--- src/rtl/stms_pkg.sv ---
// Shared types and constants for the STMS input conditioner.
// Holds the alert FSM state enum, alert class, lane indices and a popcount helper.
package stms_pkg;

    typedef enum logic [1:0] {
        IDLE,
        QUAL,
        ACTIVE,
        COOL
    } alert_state_t;

    typedef enum logic {
        AMB,
        POL
    } alert_cls_t;

    localparam int DIR_N = 0;
    localparam int DIR_E = 1;
    localparam int DIR_S = 2;
    localparam int DIR_W = 3;

    function automatic logic [2:0] popcount4(input logic [3:0] v);
        return {2'b00, v[0]} + {2'b00, v[1]} + {2'b00, v[2]} + {2'b00, v[3]};
    endfunction

endpackage

--- src/rtl/stms_debounce.sv ---
// One lane-sensor channel: 2-flop synchroniser, persistence counter and debounced level.
// Level follows a new synced value after DEB_CYCLES consecutive cycles; no backpressure, upd pulses on that edge.
module stms_debounce #(
    parameter int DEB_CYCLES = 4
) (
    input  logic clk,
    input  logic rst,
    input  logic raw,
    output logic level,
    output logic upd
);

    localparam int CW = $clog2(DEB_CYCLES + 1);

    logic          meta;
    logic          synced;
    logic [CW-1:0] cnt;

    // The counter reaches DEB_CYCLES on the same edge that moves the level.
    assign upd = (synced != level) && (cnt == CW'(DEB_CYCLES - 1));

    always_ff @(posedge clk or posedge rst) begin
        if (rst) begin
            meta   <= 1'b0;
            synced <= 1'b0;
            cnt    <= '0;
            level  <= 1'b0;
        end else begin
            meta   <= raw;
            synced <= meta;
            if (synced == level) begin
                cnt <= '0;
            end else if (upd) begin
                cnt   <= '0;
                level <= synced;
            end else begin
                cnt <= cnt + CW'(1);
            end
        end
    end

endmodule

--- src/rtl/stms_input_conditioner.sv ---
// Front end for the traffic-light controller: debounced lane sensors, qualified vehicle alerts, stretched manual emergency.
// Sensors settle 2+DEB_CYCLES edges after a clean raw edge, alerts 3+DEB_CYCLES; no backpressure, all outputs are levels/pulses.
module stms_input_conditioner
    import stms_pkg::*;
#(
    parameter int DEB_CYCLES = 4,
    parameter int EMRG_HOLD  = 8,
    parameter int COOLDOWN   = 16
) (
    input  logic       clk,
    input  logic       rst,
    input  logic [3:0] raw_sensor,
    input  logic       raw_amb_req,
    input  logic       raw_pol_req,
    input  logic       raw_manual_emrg,
    output logic       sensor_north,
    output logic       sensor_east,
    output logic       sensor_south,
    output logic       sensor_west,
    output logic       alert1,
    output logic       alert2,
    output logic       emrg,
    output logic [2:0] occupancy,
    output logic       sensor_chg
);

    localparam int M1   = (DEB_CYCLES > EMRG_HOLD) ? DEB_CYCLES : EMRG_HOLD;
    localparam int MAXP = (M1 > COOLDOWN) ? M1 : COOLDOWN;
    localparam int CW   = $clog2(MAXP + 1);
    localparam int EW   = $clog2(EMRG_HOLD + 1);

    logic [3:0]    level;
    logic [3:0]    upd;
    logic [2:0]    req_meta;
    logic [2:0]    req_sync;
    logic          man_prev;
    logic          man_rise;
    logic [EW-1:0] ecnt;
    logic          amb;
    logic          pol;
    logic          req;

    alert_state_t  state, state_nxt;
    alert_cls_t    cls, cls_nxt;
    logic [CW-1:0] cnt, cnt_nxt;

    for (genvar i = 0; i < 4; i++) begin : g_deb
        stms_debounce #(.DEB_CYCLES(DEB_CYCLES)) u_deb (
            .clk   (clk),
            .rst   (rst),
            .raw   (raw_sensor[i]),
            .level (level[i]),
            .upd   (upd[i])
        );
    end

    assign sensor_north = level[DIR_N];
    assign sensor_east  = level[DIR_E];
    assign sensor_south = level[DIR_S];
    assign sensor_west  = level[DIR_W];

    // level ^ upd is the level after this edge, so occupancy lines up with sensor_chg.
    always_ff @(posedge clk or posedge rst) begin
        if (rst) begin
            sensor_chg <= 1'b0;
            occupancy  <= '0;
        end else begin
            sensor_chg <= |upd;
            occupancy  <= popcount4(level ^ upd);
        end
    end

    assign amb      = req_sync[0];
    assign pol      = req_sync[1];
    assign man_rise = req_sync[2] & ~man_prev;
    assign emrg     = (ecnt != '0);

    always_ff @(posedge clk or posedge rst) begin
        if (rst) begin
            req_meta <= '0;
            req_sync <= '0;
            man_prev <= 1'b0;
            ecnt     <= '0;
        end else begin
            req_meta <= {raw_manual_emrg, raw_pol_req, raw_amb_req};
            req_sync <= req_meta;
            man_prev <= req_sync[2];
            if (man_rise) begin
                ecnt <= EW'(EMRG_HOLD);
            end else if (ecnt != '0) begin
                ecnt <= ecnt - EW'(1);
            end
        end
    end

    always_ff @(posedge clk or posedge rst) begin
        if (rst) begin
            state <= IDLE;
            cls   <= AMB;
            cnt   <= '0;
        end else begin
            state <= state_nxt;
            cls   <= cls_nxt;
            cnt   <= cnt_nxt;
        end
    end

    always_comb begin
        state_nxt = state;
        cls_nxt   = cls;
        cnt_nxt   = cnt;
        req       = (cls == AMB) ? amb : pol;
        // A manual emergency (or one starting this edge) parks the FSM in IDLE.
        if (emrg || man_rise) begin
            state_nxt = IDLE;
            cnt_nxt   = '0;
        end else begin
            case (state)
                IDLE: begin
                    if (amb || pol) begin
                        state_nxt = QUAL;
                        cls_nxt   = amb ? AMB : POL;
                        cnt_nxt   = CW'(1);
                    end
                end
                QUAL: begin
                    if (!req) begin
                        state_nxt = IDLE;
                        cnt_nxt   = '0;
                    end else if (cls == POL && amb) begin
                        cls_nxt = AMB;
                        cnt_nxt = CW'(1);
                    end else if (cnt == CW'(DEB_CYCLES)) begin
                        state_nxt = ACTIVE;
                        cnt_nxt   = '0;
                    end else begin
                        cnt_nxt = cnt + CW'(1);
                    end
                end
                ACTIVE: begin
                    // The current cycle counts toward the hold, hence the +1.
                    if (cls == POL && amb) begin
                        cls_nxt = AMB;
                        cnt_nxt = '0;
                    end else if (!req && (int'(cnt) + 1 >= EMRG_HOLD)) begin
                        state_nxt = (COOLDOWN == 0) ? IDLE : COOL;
                        cnt_nxt   = '0;
                    end else if (int'(cnt) < EMRG_HOLD) begin
                        cnt_nxt = cnt + CW'(1);
                    end
                end
                COOL: begin
                    if (int'(cnt) + 1 >= COOLDOWN) begin
                        state_nxt = IDLE;
                        cnt_nxt   = '0;
                    end else begin
                        cnt_nxt = cnt + CW'(1);
                    end
                end
                default: begin
                    state_nxt = IDLE;
                    cnt_nxt   = '0;
                end
            endcase
        end
    end

    assign alert1 = (state == ACTIVE) && (cls == AMB);
    assign alert2 = (state == ACTIVE) && (cls == POL);

endmodule

--- config.mk ---
export PLATFORM = sky130hd
export DESIGN_NAME = stms_input_conditioner
export DESIGN_NICKNAME = d
export VERILOG_FILES = /design/src/rtl/stms_pkg.sv /design/src/rtl/stms_debounce.sv /design/src/rtl/stms_input_conditioner.sv
export SDC_FILE = /design/constraint.sdc
export NUM_CORES = 1
export LEC_CHECK = 0
export ABC_AREA = 1
export BUFFER_PORTS_ARGS = -buffer_cell sky130_fd_sc_hd__buf_4
export CORE_MARGIN = 5
export CORE_UTILIZATION = 50
export DETAILED_ROUTE_END_ITERATION = 12
export PLACE_DENSITY = 0.8
export SYNTH_ARGS = -nofsm -noshare
export SYNTH_HDL_FRONTEND = slang
export SYNTH_SLANG_ARGS = --single-unit
export TNS_END_PERCENT = 1
--- constraint.sdc ---
create_clock -name clk -period 2.86 [get_ports clk]
set_input_delay 0.286 -clock clk [delete_from_list [all_inputs] [get_ports clk]]
set_output_delay 0.286 -clock clk [all_outputs]
set_load 0.01 [all_outputs]
==> metrics, run 1 <==
CP max stage delay 0.45 ns; WL final 3740 um; setup tns final 0 ns; I/O Buffers 19; worst-path fanout max 3; total grt overflow 0; die extent in x 77.6 um; Yosys cell types 30; Root Buffer clkbuf_8; FFs w/ async S/R, synth 1.00; Inst Count DP 304; DRT iter0 DRCs 108; Yosys top cell by area dfrtp_1; top-count cell post-synth dfrtp_1; critical path class flop to flop; io pins 20; crit-path leading delay family adder cells; CP arrival 2.41 ns; YS warnings 0; Slew HR 0.388; vias 1545; maximum vdd drop 0.551 mV; htree depth 2; first-pass GRT wire length 7080 um; Final Critical Period 2.23 ns; Pleak 1.37 nW; CP Cell Sequence ha_1 > nand2_1 > inv_1 > or2_2 > o21ai_0 > fa_1 > inv_1 > ha_1 > ha_1; Sink Count 47; RSZ-0062 raised after global routing no; core area 4380 um2; largest net degree at the start of global routing 48; WL per Instance 12.0 um; Synth Flop Type dfrtp_1; Mapped Area 2290 um2; cell area power density 834 nW/um2; Achievable Freq 448 MHz; fin util 0.598; Final ANT Viol Nets 0; Finished Layout Cells 312; die area 6030 um2; row cnt 24; Storage cell area 1180 um2; GP Congestion 0.788; slew at the pin closest to its max-slew limit 0.917 ns; vias in the first global route 1612; register area share after synthesis 0.514; Data required, critical path 3.03 ns; hpwl dp 2730 um; final setup vio count 0; chip height 77.6 um; status completed; Max-Cap Viols 0; Pre-Repair DR Iteration Count 4; fill count 362; Syn Area/Cell 9.77 um2; All-Layer GR Usage 0.142; Slowest cell on crit path fa_1; Clk pin slew, worst setup/hold paths 0.08 ns; total power draw 0.00218 W; Final Hold Violating Endpoints 0; Layout Nets 283; layout cells sized above 1 0.208; Max clock buf depth 2; Critical Path Sink Type flop; Layout area overhead 14.6%; Skew-Pair Late Insertion Delay 0.29 ns; CP Buf/Inv Count 2; initial antenna violation count 0; number of enable flip-flop cells after synthesis 0; Post-DP Area 2490 um2; final worst-path cycle share 0.781; Hold/Removal Path Class primary input to flop; Antenna Cells 0; most used cell, CP ha_1; hold_buf cts 0; Multi-input gate area 962 um2; CTS Buf Count 5; Yosys reg bits 47; DR vias/cell 4.95; Syn Nets 258; post-CTS sizing 0; Cells after Synth 234; # DRC 0; post-CTS setup buffer count 0; starting density of the core 0.522; CTS tree built; final instance area 2620 um2; Synth area leaders dfrtp_1 (51%), ha_1 (7.7%), nand2_1 (6.9%); area share of the largest cell type after synthesis 0.514; Worst setup SP type flop; Post-synth top cells dfrtp_1 (47), nand2_1 (42), inv_1 (34); Max Slew Vio Count 0; Clock Skew 0.00660 ns
[final timing paths]
kind	slack, ns	cells past startpoint	endpoint	start
hold reg to reg	0.35	0	req_sync[2]	req_meta[2]
hold / removal	0.10	1	g_deb[1].u_deb.meta	raw_sensor[1]
min in group asynchronous	0.20	2	req_sync[2]	rst
max in group asynchronous	2.09	2	cnt[3]	rst
setup / recovery	0.63	9	occupancy[1]	g_deb[0].u_deb.cnt[0]
setup reg to reg	0.63	9	occupancy[1]	g_deb[0].u_deb.cnt[0]
[cell usage in the layout, fill, tap and decap left out, types with 3 or more instances in the layout]
cell      instances
dfrtp_1          47
nand2_1          42
inv_1            33
buf_4            19
nor2_1           18
ha_1             14
nand3_1          10
nor3_1            9
o21ai_0           7
xor2_1            6
nand2_2           5
o21ai_1           5
clkbuf_8          5
nand3_2           4
nand4_1           3
nor2_2            3
inv_2             3
xnor2_1           3
a21oi_1           3
a211oi_1          3
[report_power, final]
group	total, W	internal (W)	switching [W]
logic	0.000705	0.000296	0.000409
clock network	0.000556	0.000349	0.000207
registers	0.000923	0.000819	0.000104
[registers in the layout (all words and copies together) (netlist names)]
register / cells
occupancy: 3
man_prev: 1
sensor_chg: 1
g_deb.u_deb.meta: 4
req_meta: 3
state: 2
cls: 1
g_deb.u_deb.cnt: 12
ecnt: 4
g_deb.u_deb.synced: 4
cnt: 5
req_sync: 3
g_deb.u_deb.level: 4
[cell type report]
class                   count  area share
clock buffers               6      0.0277
clock inverters             2      0.0229
inverters                  37      0.0540
multi-input cells         149       0.367
flip-flops and latches     47       0.449
well taps                  52      0.0248
repair buffers             19      0.0544
[per-stage QoR]
stage	hold WS, ns	worst slack, ns
2_1_floorplan	0.317	0.753
3_3_place_gp	0.335	0.723
6_report	0.100	0.626
4_1_cts	0.0904	0.624
3_5_place_dp	0.335	0.648
5_1_grt	0.0844	0.441
[routing by layer]
metal | GRT usage | vias up | part of all wire
li1 | - | 789 | -
met4 | 0.0309 | 0 | 0.0083
met1 | 0.192 | 724 | 0.47
met2 | 0.230 | 27 | 0.47
met5 | 0 | - | 0
met3 | 0.0347 | 5 | 0.046
[cell families after synthesis]
kind of cell             share of synthesized area
AO/OA/AOI/OAI                               0.0558
buffers and inverters                       0.0651
XOR/XNOR                                    0.0345
adder cells (fa/ha/maj)                     0.0853
AND/OR/NAND/NOR                              0.245
flip-flops                                   0.514
(Power assumes the default switching activity.)
==> run 2: changes to the inputs <==
- clock period: 2.86 -> 2.2 ns (I/O delays scaled with it)
==> run 2 against run 1 <==
Net effect: the run now ends with negative hold slack left; clock power shrank 8.5%; final area grew 2.3%; flip-flop and latch count is the same; sequential share of layout area shrank 0.96 points; non-clock buffer count grew 9; combinational power grew 49%; via count grew 2.3%; final cell count grew 2.6%; worst hold slack lost 0.10 ns; first-iteration DRC count shrank 24%; die area is the same; critical endpoint unchanged.
==> metrics, run 2 (same netlist as run 1, synthesis figures left out) <==
status finished, violations left (was completed); violated checks negative hold slack; DR vias/cell 4.94 (was 4.95); commonest non-fill, non-tap cells in the layout dfrtp_1 (46), nand2_1 (40), inv_1 (33) (was dfrtp_1 (47), nand2_1 (42), inv_1 (33)); layout cells sized above 1 0.269 (was 0.208); core area 4380 um2 (unchanged); CP max stage delay 0.54 ns (was 0.45 ns); Final Hold Violating Endpoints 3 (was 0); Max Slew Vio Count 0 (unchanged); io pins 20 (unchanged); Layout Nets 292 (was 283); largest net degree at the start of global routing 33 (was 48); Logic pwr share 0.380 (was 0.323); row cnt 24 (unchanged); Largest Register g_deb.u_deb.cnt (unchanged); Sink Count 47 (unchanged); Achievable Freq 466 MHz (was 448 MHz); initial antenna violation count 0 (unchanged); Pint 0.00179 W (was 0.00146 W); vias 1581 (was 1545); Inst Count DP 307 (was 304); critical path class flop to flop (unchanged); slew at the pin closest to its max-slew limit 0.609 ns (was 0.917 ns); hold_buf cts 0 (unchanged); NetSw 0.000980 W (was 0.000720 W); cell area power density 1030 nW/um2 (was 834 nW/um2); biggest regs g_deb.u_deb.cnt: 12 flops, cnt: 5 flops (unchanged); # DRC 0 (unchanged); CTS tree built (unchanged); total grt overflow 0 (unchanged); max reg flops 12 (unchanged); Hold/Removal Path Class primary input to async pin (was primary input to flop); Pleak 1.40 nW (was 1.37 nW); Critical Path Sink Type flop (unchanged); fill count 368 (was 362); final setup vio count 0 (unchanged); Max-Cap Viols 0 (unchanged); CP Cell Sequence ha_2 > nand2_2 > nor2_2 > xor2_1 > inv_1 > fa_1 > inv_1 > ha_2 > ha_4 (was ha_1 > nand2_1 > inv_1 > or2_2 > o21ai_0 > fa_1 > inv_1 > ha_1 > ha_1); CP arrival 2.33 ns (was 2.41 ns); starting density of the core 0.522 (unchanged); Clk pin slew, worst setup/hold paths 0.08 ns (about the same); Root Buffer clkbuf_8 (unchanged); Slowest cell on crit path fa_1 (unchanged); I/O Buffers 19 (unchanged); Skew-Pair Late Insertion Delay 0.29 ns (about the same); hpwl dp 2910 um (was 2730 um); register share of total power 0.437 (was 0.422); worst-path fanout max 2 (was 3); Slew HR 0.593 (was 0.388); fin util 0.611 (was 0.598); final worst-path cycle share 0.975 (was 0.781); DRT iter0 DRCs 82 (was 108); WL per Instance 12.2 um (was 12.0 um); Finished Layout Cells 320 (was 312); Final Critical Period 2.14 ns (was 2.23 ns); Worst setup SP type flop (unchanged); Layout area overhead 17.2% (was 14.6%); Clock Skew 0.00473 ns (was 0.00660 ns); WL final 3920 um (was 3740 um); htree depth 2 (unchanged); Data required, critical path 2.39 ns (was 3.03 ns); die area 6030 um2 (unchanged); All-Layer GR Usage 0.151 (was 0.142); die extent in x 77.6 um (unchanged); vias in the first global route 1615 (was 1612); maximum vdd drop 0.757 mV (was 0.551 mV); switch share 0.353 (was 0.330); clock group share of total power 0.183 (was 0.255); Pre-Repair DR Iteration Count 4 (unchanged); hold slack -0.00434 ns (was 0.100 ns); Antenna Cells 0 (unchanged); GP Congestion 0.794 (was 0.788); CTS Buf Count 5 (unchanged); first-pass GRT wire length 7320 um (was 7080 um); Final ANT Viol Nets 0 (unchanged); Max clock buf depth 2 (unchanged); chip height 77.6 um (unchanged); most common cell after layout, fill and taps aside dfrtp_1 (unchanged)
[run 2: cell types whose count changed in the layout (fill, tap and decap cells not counted), sizes merged]
cell,before,now
buf,19,28
clkinv,0,1
bufinv,2,0
[run 2: path summary, 6_finish.rpt]
| kind | from | to | slack (ns) | depth (start not counted) |
|---|---|---|---|---|
| worst max-delay path | g_deb[1].u_deb.cnt[0] | occupancy[1] | 0.06 | 9 |
| worst min-delay path | rst | man_prev | -0.004 | 2 |
| worst max register to register | g_deb[1].u_deb.cnt[0] | occupancy[1] | 0.06 | 9 |
| worst min register to register | req_meta[1] | req_sync[1] | 0.35 | 0 |
| max in group asynchronous | rst | req_sync[1] | 1.63 | 3 |
| min in group clk | raw_sensor[2] | g_deb[2].u_deb.meta | 0.03 | 1 |
[run 2: final cells by class]
| cell class | count | area, um2 | share of cell area |
|---|---|---|---|
| Clock inverter | 1 | 5.00 | 0.00187 |
| Tap cell | 52 | 65.1 | 0.0243 |
| Inverter | 37 | 141 | 0.0528 |
| Multi-Input combinational cell | 149 | 998 | 0.373 |
| Clock buffer | 6 | 82.6 | 0.0308 |
| Timing Repair Buffer | 28 | 210 | 0.0784 |
| Sequential cell | 47 | 1180 | 0.439 |
[run 2: worst max-delay path: cells and delay by family, from the launching register on]
kind | cells | cell delay, ns
adder cells (fa/ha/maj) | 4 | 1.15
AND/OR/NAND/NOR | 2 | 0.19
buffers and inverters | 2 | 0.14
flip-flops | 1 | 0.37
XOR/XNOR | 1 | 0.19
[run 2: what timing repair did]
item,in CTS,in global routing
pin swaps,2,5
endpoints found under the setup margin,1,2
resized for setup,1,9
buffers inserted,2,4
[run 2: per-layer routing]
metal | GRT usage | up-vias | routed length [um]
li1 | - | 809 | -
met1 | 0.198 | 732 | 1750
met2 | 0.239 | 34 | 1900
met3 | 0.0428 | 6 | 197
met4 | 0.0515 | 0 | 65
met5 | 0 | - | 0
[run 2: power by group through the flow]
stage | Sequential (W) | Clock (W) | Combinational (W)
5_1_grt | 0.00124 | 0.000568 | 0.00122
6_report | 0.00121 | 0.000509 | 0.00105
4_1_cts | 0.00120 | 0.000528 | 0.000959
2_1_floorplan | 0.00122 | 0 | 0.000615
3_5_place_dp | 0.00122 | 0 | 0.000929
3_3_place_gp | 0.00121 | 0 | 0.000890
[run 2: metrics by stage]
step	hold WS (ns)	setup slack (ns)	cell area (um2)	TNS [ns]	total power [W]
final	-0.00434	0.0550	2680	0	0.00277
after global routing	0.00750	-0.0362	2680	-0.0362	0.00303
after CTS	0.0167	0.0113	2610	0	0.00269
after detailed placement	0.330	-0.0135	2510	-0.0135	0.00214
after global placement	0.330	0.0802	2510	0	0.00210
after floorplan	0.251	0.0928	2290	0	0.00184
